<file path="src/rtl/ddram_rom_pkg.sv">
// Shared types and helpers for the cartridge ROM DDR3 port.
// The port moves 16-bit ROM words between a toggle handshake and single 64-bit DDR beats.
package ddram_rom_pkg;

  typedef enum logic [1:0] {
    IDLE,
    WR,
    RD,
    RD_WAIT
  } state_t;

  localparam logic [28:0] DDR_BASE_DEFAULT = 29'h0600000;

  // Byte enables for 16-bit word k of a 64-bit line
  function automatic logic [7:0] be_for_word(input logic [1:0] k);
    return 8'b0000_0011 << {k, 1'b0};
  endfunction

  function automatic logic [15:0] word_sel(input logic [63:0] line, input logic [1:0] k);
    return line[{k, 4'b0000} +: 16];
  endfunction

endpackage

</file>
<file path="src/rtl/ddram_line_cache.sv">
// One-line (64-bit) read cache: a tag, the line data and a valid bit.
// It is filled from a DDR read beat and dropped when a write lands on the cached line.
module ddram_line_cache
  import ddram_rom_pkg::*;
(
  input  logic        CLK_VIDEO,
  input  logic        reset,
  input  logic        fill,
  input  logic [19:0] fill_tag,
  input  logic [63:0] fill_line,
  input  logic        inv,
  input  logic [21:0] inv_line,
  input  logic [19:0] lookup_tag,
  input  logic [1:0]  lookup_k,
  output logic        hit,
  output logic [15:0] word
);

  logic        valid;
  logic [19:0] tag;
  logic [63:0] line;

  always_ff @(posedge CLK_VIDEO) begin
    if (reset) begin
      valid <= 1'b0;
    end else if (fill) begin
      valid <= 1'b1;
    end else if (inv && (inv_line == {2'b00, tag})) begin
      valid <= 1'b0;
    end
  end

  // NOTE: tag/line carry no reset; they are only observed while valid=1, and valid is reset.
  always_ff @(posedge CLK_VIDEO) begin
    if (fill) begin
      tag  <= fill_tag;
      line <= fill_line;
    end
  end

  assign hit  = valid && (tag == lookup_tag);
  assign word = word_sel(line, lookup_k);

endmodule

</file>
<file path="src/rtl/ddram_rom_port.sv">
// Cartridge ROM store port: toggle-handshake ROM writes and cached ROM reads
// onto single-beat DDR3 Avalon transactions, all in the CLK_VIDEO domain.
module ddram_rom_port
  import ddram_rom_pkg::*;
#(
  parameter logic [28:0] DDR_BASE = DDR_BASE_DEFAULT,
  parameter bit          RD_PRIO  = 1'b0
) (
  input  logic        CLK_VIDEO,
  input  logic        reset,
  input  logic        DDRAM_BUSY,
  output logic [7:0]  DDRAM_BURSTCNT,
  output logic [28:0] DDRAM_ADDR,
  input  logic [63:0] DDRAM_DOUT,
  input  logic        DDRAM_DOUT_READY,
  output logic        DDRAM_RD,
  output logic [63:0] DDRAM_DIN,
  output logic [7:0]  DDRAM_BE,
  output logic        DDRAM_WE,
  input  logic [24:0] wraddr,
  input  logic [15:0] din,
  input  logic        we_req,
  output logic        we_ack,
  input  logic [21:0] rdaddr,
  output logic [15:0] dout,
  input  logic        rd_req,
  output logic        rd_ack
);

  state_t state_q, state_d;

  logic        wr_pend, rd_pend, wr_first;
  logic        start_wr, hit_rd, start_rd, wr_done, rd_issued, rd_fill;
  logic        cache_hit;
  logic [15:0] cache_word;
  logic [21:0] wr_line_q;
  logic [19:0] rd_line_q;
  logic [1:0]  rd_k_q;
  logic        wraddr_unused;

  assign wraddr_unused  = wraddr[0];
  assign DDRAM_BURSTCNT = 8'd1;

  assign wr_pend  = we_req ^ we_ack;
  assign rd_pend  = rd_req ^ rd_ack;
  assign wr_first = wr_pend && !(RD_PRIO && rd_pend);

  ddram_line_cache u_cache (
    .CLK_VIDEO (CLK_VIDEO),
    .reset     (reset),
    .fill      (rd_fill),
    .fill_tag  (rd_line_q),
    .fill_line (DDRAM_DOUT),
    .inv       (wr_done),
    .inv_line  (wr_line_q),
    .lookup_tag(rdaddr[21:2]),
    .lookup_k  (rdaddr[1:0]),
    .hit       (cache_hit),
    .word      (cache_word)
  );

  always_ff @(posedge CLK_VIDEO) begin
    if (reset) state_q <= IDLE;
    else       state_q <= state_d;
  end

  // NOTE: every output of this block gets a default first, so no path can infer a latch.
  always_comb begin
    state_d   = state_q;
    start_wr  = 1'b0;
    hit_rd    = 1'b0;
    start_rd  = 1'b0;
    wr_done   = 1'b0;
    rd_issued = 1'b0;
    rd_fill   = 1'b0;
    case (state_q)
      IDLE: begin
        if (wr_first) begin
          start_wr = 1'b1;
          state_d  = WR;
        end else if (rd_pend) begin
          if (cache_hit) begin
            hit_rd = 1'b1;
          end else begin
            start_rd = 1'b1;
            state_d  = RD;
          end
        end
      end
      WR: begin
        if (!DDRAM_BUSY) begin
          wr_done = 1'b1;
          state_d = IDLE;
        end
      end
      RD: begin
        if (!DDRAM_BUSY) begin
          rd_issued = 1'b1;
          state_d   = RD_WAIT;
        end
      end
      RD_WAIT: begin
        // Ready beats are only honoured here, so a beat left over from before a reset is dropped
        if (DDRAM_DOUT_READY) begin
          rd_fill = 1'b1;
          state_d = IDLE;
        end
      end
      default: state_d = IDLE;
    endcase
  end

  // NOTE: sequential state uses non-blocking assignments so every register sees pre-edge values.
  always_ff @(posedge CLK_VIDEO) begin
    if (reset) begin
      we_ack     <= 1'b0;
      rd_ack     <= 1'b0;
      DDRAM_RD   <= 1'b0;
      DDRAM_WE   <= 1'b0;
      DDRAM_BE   <= 8'd0;
      DDRAM_ADDR <= 29'd0;
      DDRAM_DIN  <= 64'd0;
      dout       <= 16'd0;
      wr_line_q  <= 22'd0;
      rd_line_q  <= 20'd0;
      rd_k_q     <= 2'd0;
    end else begin
      if (start_wr) begin
        DDRAM_ADDR <= DDR_BASE + {7'd0, wraddr[24:3]};
        DDRAM_DIN  <= {4{din}};
        DDRAM_BE   <= be_for_word(wraddr[2:1]);
        DDRAM_WE   <= 1'b1;
        wr_line_q  <= wraddr[24:3];
      end
      if (wr_done) begin
        DDRAM_WE <= 1'b0;
        we_ack   <= ~we_ack;
      end
      if (hit_rd) begin
        dout   <= cache_word;
        rd_ack <= ~rd_ack;
      end
      if (start_rd) begin
        DDRAM_ADDR <= DDR_BASE + {9'd0, rdaddr[21:2]};
        DDRAM_RD   <= 1'b1;
        rd_line_q  <= rdaddr[21:2];
        rd_k_q     <= rdaddr[1:0];
      end
      if (rd_issued) begin
        DDRAM_RD <= 1'b0;
      end
      if (rd_fill) begin
        dout   <= word_sel(DDRAM_DOUT, rd_k_q);
        rd_ack <= ~rd_ack;
      end
    end
  end

endmodule

</file>
<file path="config.mk">
export PLATFORM = sky130hd
export DESIGN_NAME = ddram_rom_port
export DESIGN_NICKNAME = d
export VERILOG_FILES = /design/src/rtl/ddram_rom_pkg.sv /design/src/rtl/ddram_line_cache.sv /design/src/rtl/ddram_rom_port.sv
export SDC_FILE = /design/constraint.sdc
export NUM_CORES = 1
export LEC_CHECK = 0
export BUFFER_PORTS_ARGS = -buffer_cell sky130_fd_sc_hd__buf_2
export CAP_MARGIN = 20
export CORE_MARGIN = 5
export CORE_UTILIZATION = 53
export CTS_BUF_LIST = sky130_fd_sc_hd__clkbuf_4 sky130_fd_sc_hd__clkbuf_8
export DETAILED_ROUTE_END_ITERATION = 8
export HOLD_SLACK_MARGIN = 0.03
export PLACE_DENSITY = 0.82
export SETUP_SLACK_MARGIN = 0.3
export SLEW_MARGIN = 20
export SYNTH_ARGS = -nofsm -noshare
export SYNTH_HDL_FRONTEND = slang
export SYNTH_SLANG_ARGS = --single-unit
</file>
<file path="constraint.sdc">
create_clock -name CLK_VIDEO -period 4.6 [get_ports CLK_VIDEO]
set_input_delay 0.69 -clock CLK_VIDEO [delete_from_list [all_inputs] [get_ports CLK_VIDEO]]
set_output_delay 0.69 -clock CLK_VIDEO [all_outputs]
set_load 0.005 [all_outputs]
</file>
==> run_results.csv, run 1 <==
group,metric,value,unit
outcome,status,"complete, no violations",
pwr,clock_power_share,29.4,%
routing,ant_nets,0,
sta,skew,17.9,ps
cells_and_area,syn_to_final_growth,16.1,%
die,ioPinCount,262,
pwr,sw_frac_of_total,26.8,%
worst_hold_path,hold_path_depth,1,
die,rows,46,
place,post-dp-hpwl,14600,um
routing,via_per_inst,5.27,
die,dieArea,0.0189,mm^2
place,place.gp.congestion,0.811,
pwr,vdd_drop_max,204,uV
sta,worst_slew_pin_slew,1040,ps
yosys,yosys-top-cells-area,"edfxtp_1 (29%), dfxtp_1 (26%), mux4_2 (8.7%)",
yosys,ys_seq_area_share,55.0,%
clock_tree,root_buffer,"clkbuf_8",
yosys,synth_top_area_share,29.4,%
die,chipHeight,137,um
pwr,pwr_density_cell,382,mW/mm^2
place,placedCellCount,1143,
routing,firstDrtPassIters,5,
worst_hold_path,worstHoldStart,"DDRAM_DOUT[32]",
cells_and_area,design_area,0.00998,mm^2
global_route,grt_pass1_vias,5955,
global_route,grt_use_total,21.7,%
sta,timing.setup.tns,0,ps
yosys,syn_area_per_cell,11.1,um^2
clock_tree,cts.hold.buffers_added,0,
pwr,p_leak,4.21,nW
yosys,netlist_area,0.00859,mm^2
clock_tree,cts-resized-gates,0,
clock_tree,clk_pin_slew_worst_paths,100,ps
setup_path,cp-startpoint,"reset",
clock_tree,clkSinkCount,194,
setup_path,cp-start-kind,"input pin",
die,start_util,54.1,%
yosys,ys_ff_latch,194,
sta,post-route-min-period,2460,ps
cells_and_area,final_cell_mix,"buf_2 (246), nand2_1 (158), dfxtp_1 (110)",
sta,rsz0062_at_grt,"false",
routing,wl_per_cell,17.5,um
routing,via_count,6203,
global_route,antenna_found_initial,3,
sta,final-setup-viol-count,0,
global_route,grt.overflow.total,0,
routing,drt-initial-drc-count,409,
routing,routed_wl,20600,um
place,place_area,0.00956,mm^2
sta,slew_viol_final,0,
pwr,p_switching,1.02,mW
sta,clock.fmax,406,MHz
setup_path,cp.required,4910,ps
clock_tree,cts_buffers,17,
yosys,async_flop_share,0,%
clock_tree,cts.path.max_buffers,2,
clock_tree,cts_htree_levels,4,
clock_tree,cts_tree,"built",
sta,hold_viol_final,0,
pwr,pwr-share-seq,52.8,%
yosys,netlist_instances,771,
worst_hold_path,hold_class,"in2reg",
setup_path,reg2reg_depth,5,
die,die_width,137,um
yosys,yosysWarnings,0,
run,max-cap-violations,0,
cells_and_area,finalNonFillerCells,1176,
setup_path,crit_path_end_kind,"register",
setup_path,path_max_fanout,55,
sta,post-route-period-util,53.5,%
setup_path,r2r-start,"u_cache.tag[9]$_DFFE_PP_",
cells_and_area,nets,1079,
pwr,intPower,2.79,mW
pwr,p_comb_share,17.8,%
setup_path,cp.arrival,2770,ps
routing,drc,0,
global_route,grt_max_degree,56,
yosys,synth_edf_count,84,
sta,relSlewSlack,30.3,%
cells_and_area,drive_gt1_share,36.1,%
setup_path,worstSetupPathType,"in2reg",
die,core,0.0159,mm^2
clock_tree,cts_setup_buffers,0,
global_route,grt_pass1_wl,31300,um
place,numPortBuffers,247,
cells_and_area,final.fill_count,1264,
clock_tree,insertion_delay,450,ps
yosys,ys.flop_type,"dfxtp_1",
cells_and_area,layout_commonest_cell,"buf_2",
yosys,yosys.area.top_type,"edfxtp_1",
yosys,synth_cell_types,42,
per-stage QoR:
step | hold WS (ps) | total power [mW] | utilization [%] | setup WS (ps)
global route | 375 | 4.00 | 62.8 | 2000
detailed placement | 414 | 2.73 | 60.2 | 1660
CTS | 381 | 3.85 | 62.8 | 2030
finish | 415 | 3.81 | 62.8 | 2140
floorplan | 408 | 2.51 | - | 502
global placement | 411 | 2.71 | 60.2 | 1700
metal layers:
layer  global-route usage [%]  share of wire, %
met1                     27.1                39
met2                     37.9                52
met4                     8.09               2.4
met5                        0              0.10
met3                     3.80               6.9
critical path, cell delays in order:
cell and delay, ps:
buf_4 470, inv_1 660, o211ai_1 280, buf_4 430, o22ai_1 150
cells in the mapped netlist, types with 3 or more instances:
library cell / n
nand2_1: 158
a21o_1: 20
mux4_2: 33
buf_2: 5
dfxtp_1: 110
clkbuf_1: 34
edfxtp_1: 84
xnor2_1: 35
o22ai_1: 41
nand4_1: 9
a21oi_1: 62
nor2_1: 7
inv_1: 23
nor2b_1: 18
mux2_2: 7
mux2_4: 10
nand3_1: 3
buf_4: 66
buf_1: 7
o21a_1: 3
xor2_1: 8
final cells by class:
type                       instances  area, um^2  share of cell area [%]
sequential                       194        4720                    47.4
antenna                            1        2.50                  0.0251
timing repair buffer             259        1350                    13.6
clock inverter                     8         101                    1.02
clock buffer                      24         312                    3.12
inverter                          24        91.3                   0.915
multi-input combinational        450        3120                    31.3
tap                              216         270                    2.71
worst paths after layout:
check | end | slack, ps
min | u_cache.line[32]$_DFFE_PP_ | 420
max reg2reg | dout[9]$_SDFFE_PP0P_ | 2200
min reg2reg | u_cache.tag[5]$_DFFE_PP_ | 440
max | DDRAM_ADDR[9]$_SDFFE_PP0P_ | 2140
state kept, by name, summed over array words and instances (netlist names), 4 cells and up:
name / cells
DDRAM_DIN: 16
rd_line_q: 20
DDRAM_BE: 4
wr_line_q: 22
DDRAM_ADDR: 23
u_cache.line: 64
u_cache.tag: 20
dout: 16
power by group through the flow:
stage / clock (mW) / sequential, mW / combinational [mW]
after detailed placement: 0 / 2.05 / 0.680
final: 1.12 / 2.01 / 0.678
after global routing: 1.22 / 2.03 / 0.753
after global placement: 0 / 2.04 / 0.669
after floorplan: 0 / 2.03 / 0.479
after CTS: 1.15 / 2.01 / 0.684
cells by family after synthesis:
| group | Yosys count | share of synthesized area (%) |
|---|---|---|
| buf+inv | 138 | 9.26 |
| flops | 194 | 55.0 |
| other cells | 2 | 0.0874 |
| xor+xnor | 43 | 4.38 |
| mux | 52 | 11.5 |
| simple gates | 206 | 10.2 |
| compound gates | 136 | 9.49 |
Power figures use the tool's default switching activity.
==> run 2, diff against run 1 <==
--- a/config.mk
+++ b/config.mk
@@ -8,11 +8,11 @@
 export BUFFER_PORTS_ARGS = -buffer_cell sky130_fd_sc_hd__buf_2
 export CAP_MARGIN = 20
 export CORE_MARGIN = 5
-export CORE_UTILIZATION = 53
+export CORE_UTILIZATION = 48
 export CTS_BUF_LIST = sky130_fd_sc_hd__clkbuf_4 sky130_fd_sc_hd__clkbuf_8
 export DETAILED_ROUTE_END_ITERATION = 8
 export HOLD_SLACK_MARGIN = 0.03
-export PLACE_DENSITY = 0.82
+export PLACE_DENSITY = 0.78
 export SETUP_SLACK_MARGIN = 0.3
 export SLEW_MARGIN = 20
 export SYNTH_ARGS = -nofsm -noshare
==> constraint.sdc (replaced) <==
create_clock -name CLK_VIDEO -period 2.2 [get_ports CLK_VIDEO]
set_input_delay 0.33 -clock CLK_VIDEO [delete_from_list [all_inputs] [get_ports CLK_VIDEO]]
set_output_delay 0.33 -clock CLK_VIDEO [all_outputs]
set_load 0.005 [all_outputs]
==> run 2 against run 1 <==
The run now ends with setup timing left. Count of clock-buffer cells in the layout is 7 lower. Register-to-register slack worse by 2300 ps. Via count is 7.7% higher.
==> run_results.csv, run 2 (synthesis results as in run 1) <==
group,metric,value,unit
sta,hold_viol_final,0,
global_route,met2_usage,37.3,%
cells_and_area,drive_gt1_share,40.0,%
die,dieArea,0.0207,mm^2
setup_path,path_max_fanout,6,
outcome,violations,"setup timing",
global_route,grt_use_total,21.8,%
pwr,finalPower,8.56,mW
setup_path,cp.buffers_inverters,3,
die,die_width,144,um
routing,via_per_inst,5.22,
routing,wl_per_cell,18.3,um
cells_and_area,n_antenna_cell,0,
global_route,grt_pass1_wl,34500,um
setup_path,cp_top_family,"simple AND/OR/NAND/NOR gates",
die,start_util,48.3,%
worst_hold_path,hold_path_depth,1,
cells_and_area,final_cell_mix,"buf_2 (246), nand2_1 (158), dfxtp_1 (109)",
global_route,antenna_found_initial,2,
die,rows,49,
worst_hold_path,worstHoldStart,"DDRAM_DOUT[30]",
global_route,met3_usage,4.19,%
cells_and_area,reg_top3,"u_cache.line x64, DDRAM_ADDR x23, wr_line_q x22",
outcome,status,"finished, violations left",
worst_hold_path,worstHoldEndpoint,"u_cache.line[30]$_DFFE_PP_",
sta,slew_viol_final,0,
setup_path,rr_endpoint,"rd_line_q[18]$_SDFFE_PP0P_",
setup_path,crit_path_end_kind,"register",
sta,worst_slew_pin_slew,513,ps
routing,ant_nets,0,
clock_tree,insertion_delay,480,ps
pwr,vdd_drop_max,464,uV
cells_and_area,layout_commonest_cell,"buf_2",
global_route,top_usage_layer,"met2",
global_route,grt.overflow.total,0,
routing,drt-initial-drc-count,368,
sta,skew,16.6,ps
pwr,p_leak,4.81,nW
clock_tree,cts_buffers,17,
clock_tree,cts_htree_levels,4,
clock_tree,cts.path.max_buffers,2,
global_route,grt_pass1_vias,6543,
cells_and_area,syn_to_final_growth,32.0,%
setup_path,reg2reg_slack,-50,ps
clock_tree,cts_tree,"built",
run,max-cap-violations,0,
setup_path,r2r-start,"u_cache.tag[19]$_DFFE_PP_",
setup_path,worstSetupPathType,"reg2reg",
sta,whs,50.0,ps
cells_and_area,nets,1171,
routing,drc,0,
sta,rsz0062_at_grt,"true",
clock_tree,clk_pin_slew_worst_paths,110,ps
clock_tree,clkSinkCount,194,
die,ioPinCount,262,
die,core,0.0178,mm^2
cells_and_area,largest-register,"u_cache.line",
cells_and_area,largest_reg_flops,64,
global_route,grt_max_degree,56,
sta,timing.setup.tns,-810,ps
place,place.gp.congestion,0.775,
sta,final-setup-viol-count,43,
place,numPortBuffers,247,
sta,post-route-period-util,102,%
setup_path,slowest_delay,570,ps
routing,firstDrtPassIters,5,
die,chipHeight,144,um
global_route,met1_usage,27.3,%
setup_path,cp.arrival,2650,ps
setup_path,cp-start-kind,"register",
sta,post-route-min-period,2250,ps
sta,clock.fmax,444,MHz
worst_hold_path,hold_class,"in2reg",
routing,routed_wl,23400,um
setup_path,reg2reg_depth,8,
setup_path,cp.required,2600,ps
clock_tree,root_buffer,"clkbuf_8",
setup_path,timing.critical_path.mode_cell,"buf_4",
place,post-dp-hpwl,14900,um
routing,via_count,6681,
setup_path,crit_chain,"xnor2_2, nand4_1, or4_4, buf_4, o21a_4, buf_4, buf_12, o22ai_1",
pwr,pwr_density_cell,755,mW/mm^2
sta,relSlewSlack,65.8,%
setup_path,critPathSlowestCell,"or4_4",
cells_and_area,utilization,63.8,%
sta,fin_ws,-53.2,ps
==> run 2: cell types whose count changed in the layout (fill, tap and decap cells not counted), sizes merged <==
cell,previous run,this run
bufbuf,0,2
clkbuf,24,18
o21a,3,4
clkinv,5,4
diode,1,0
buf,259,295
dlygate4sd3,0,52
inv,24,31
bufinv,2,3
==> run 2: power breakdown <==
group | switching, mW | internal [mW]
sequential | 0.179 | 4.02
combinational | 0.904 | 0.930
clock | 1.37 | 1.16
total | 2.45 | 6.11
==> run 2: per-stage QoR <==
stage          area (um^2)  worst slack [ps]  cells
2_1_floorplan         8660              99.7    782
3_3_place_gp          9820             -45.4   1176
3_5_place_dp          9820             -47.6   1176
4_1_cts              11100             -22.3   1270
5_1_grt              11300              -121   1280
6_report             11300             -53.2   1280
==> run 2: area by class of cell <==
| class | count | area (um^2) |
|---|---|---|
| Clock inverter | 15 | 195 |
| Multi-Input combinational cell | 451 | 3370 |
| Tap cell | 229 | 287 |
| Timing Repair Buffer | 350 | 2440 |
| Sequential cell | 194 | 4730 |
| Fill cell | 1402 | 6440 |
| Inverter | 24 | 95.1 |
| Clock buffer | 17 | 234 |
==> run 2: how the worst max path moves through the flow <==
stage                                          from                     endpoint  cells past startpoint
after global placement                    rdaddr[8]        dout[15]$_SDFFE_PP0P_                      7
final                     u_cache.tag[19]$_DFFE_PP_   rd_line_q[18]$_SDFFE_PP0P_                      8
after CTS                 u_cache.tag[19]$_DFFE_PP_        dout[14]$_SDFFE_PP0P_                      6
after detailed placement                 rdaddr[21]        dout[14]$_SDFFE_PP0P_                      7
after global routing      u_cache.tag[13]$_DFFE_PP_  DDRAM_ADDR[19]$_SDFFE_PP0P_                      8
after floorplan            u_cache.tag[9]$_DFFE_PP_        dout[10]$_SDFFE_PP0P_                      7
==> run 2: timing repair <==
item / CTS / global route
cloned: 8 / 1
setup buffers: 5 / 6
gates resized for setup: 33 / 22
hold endpoints to repair: 49 / 3
hold buffers: 49 / 3
endpoints found under the setup margin: 66 / 89
pin swaps: 1 / 4
==> run 2: layer usage <==
layer / share of wire (%) / vias up
met5: 0.12 / -
met4: 2.8 / 4
met3: 7.2 / 50
met2: 51 / 288
met1: 39 / 3186
li1: - / 3153
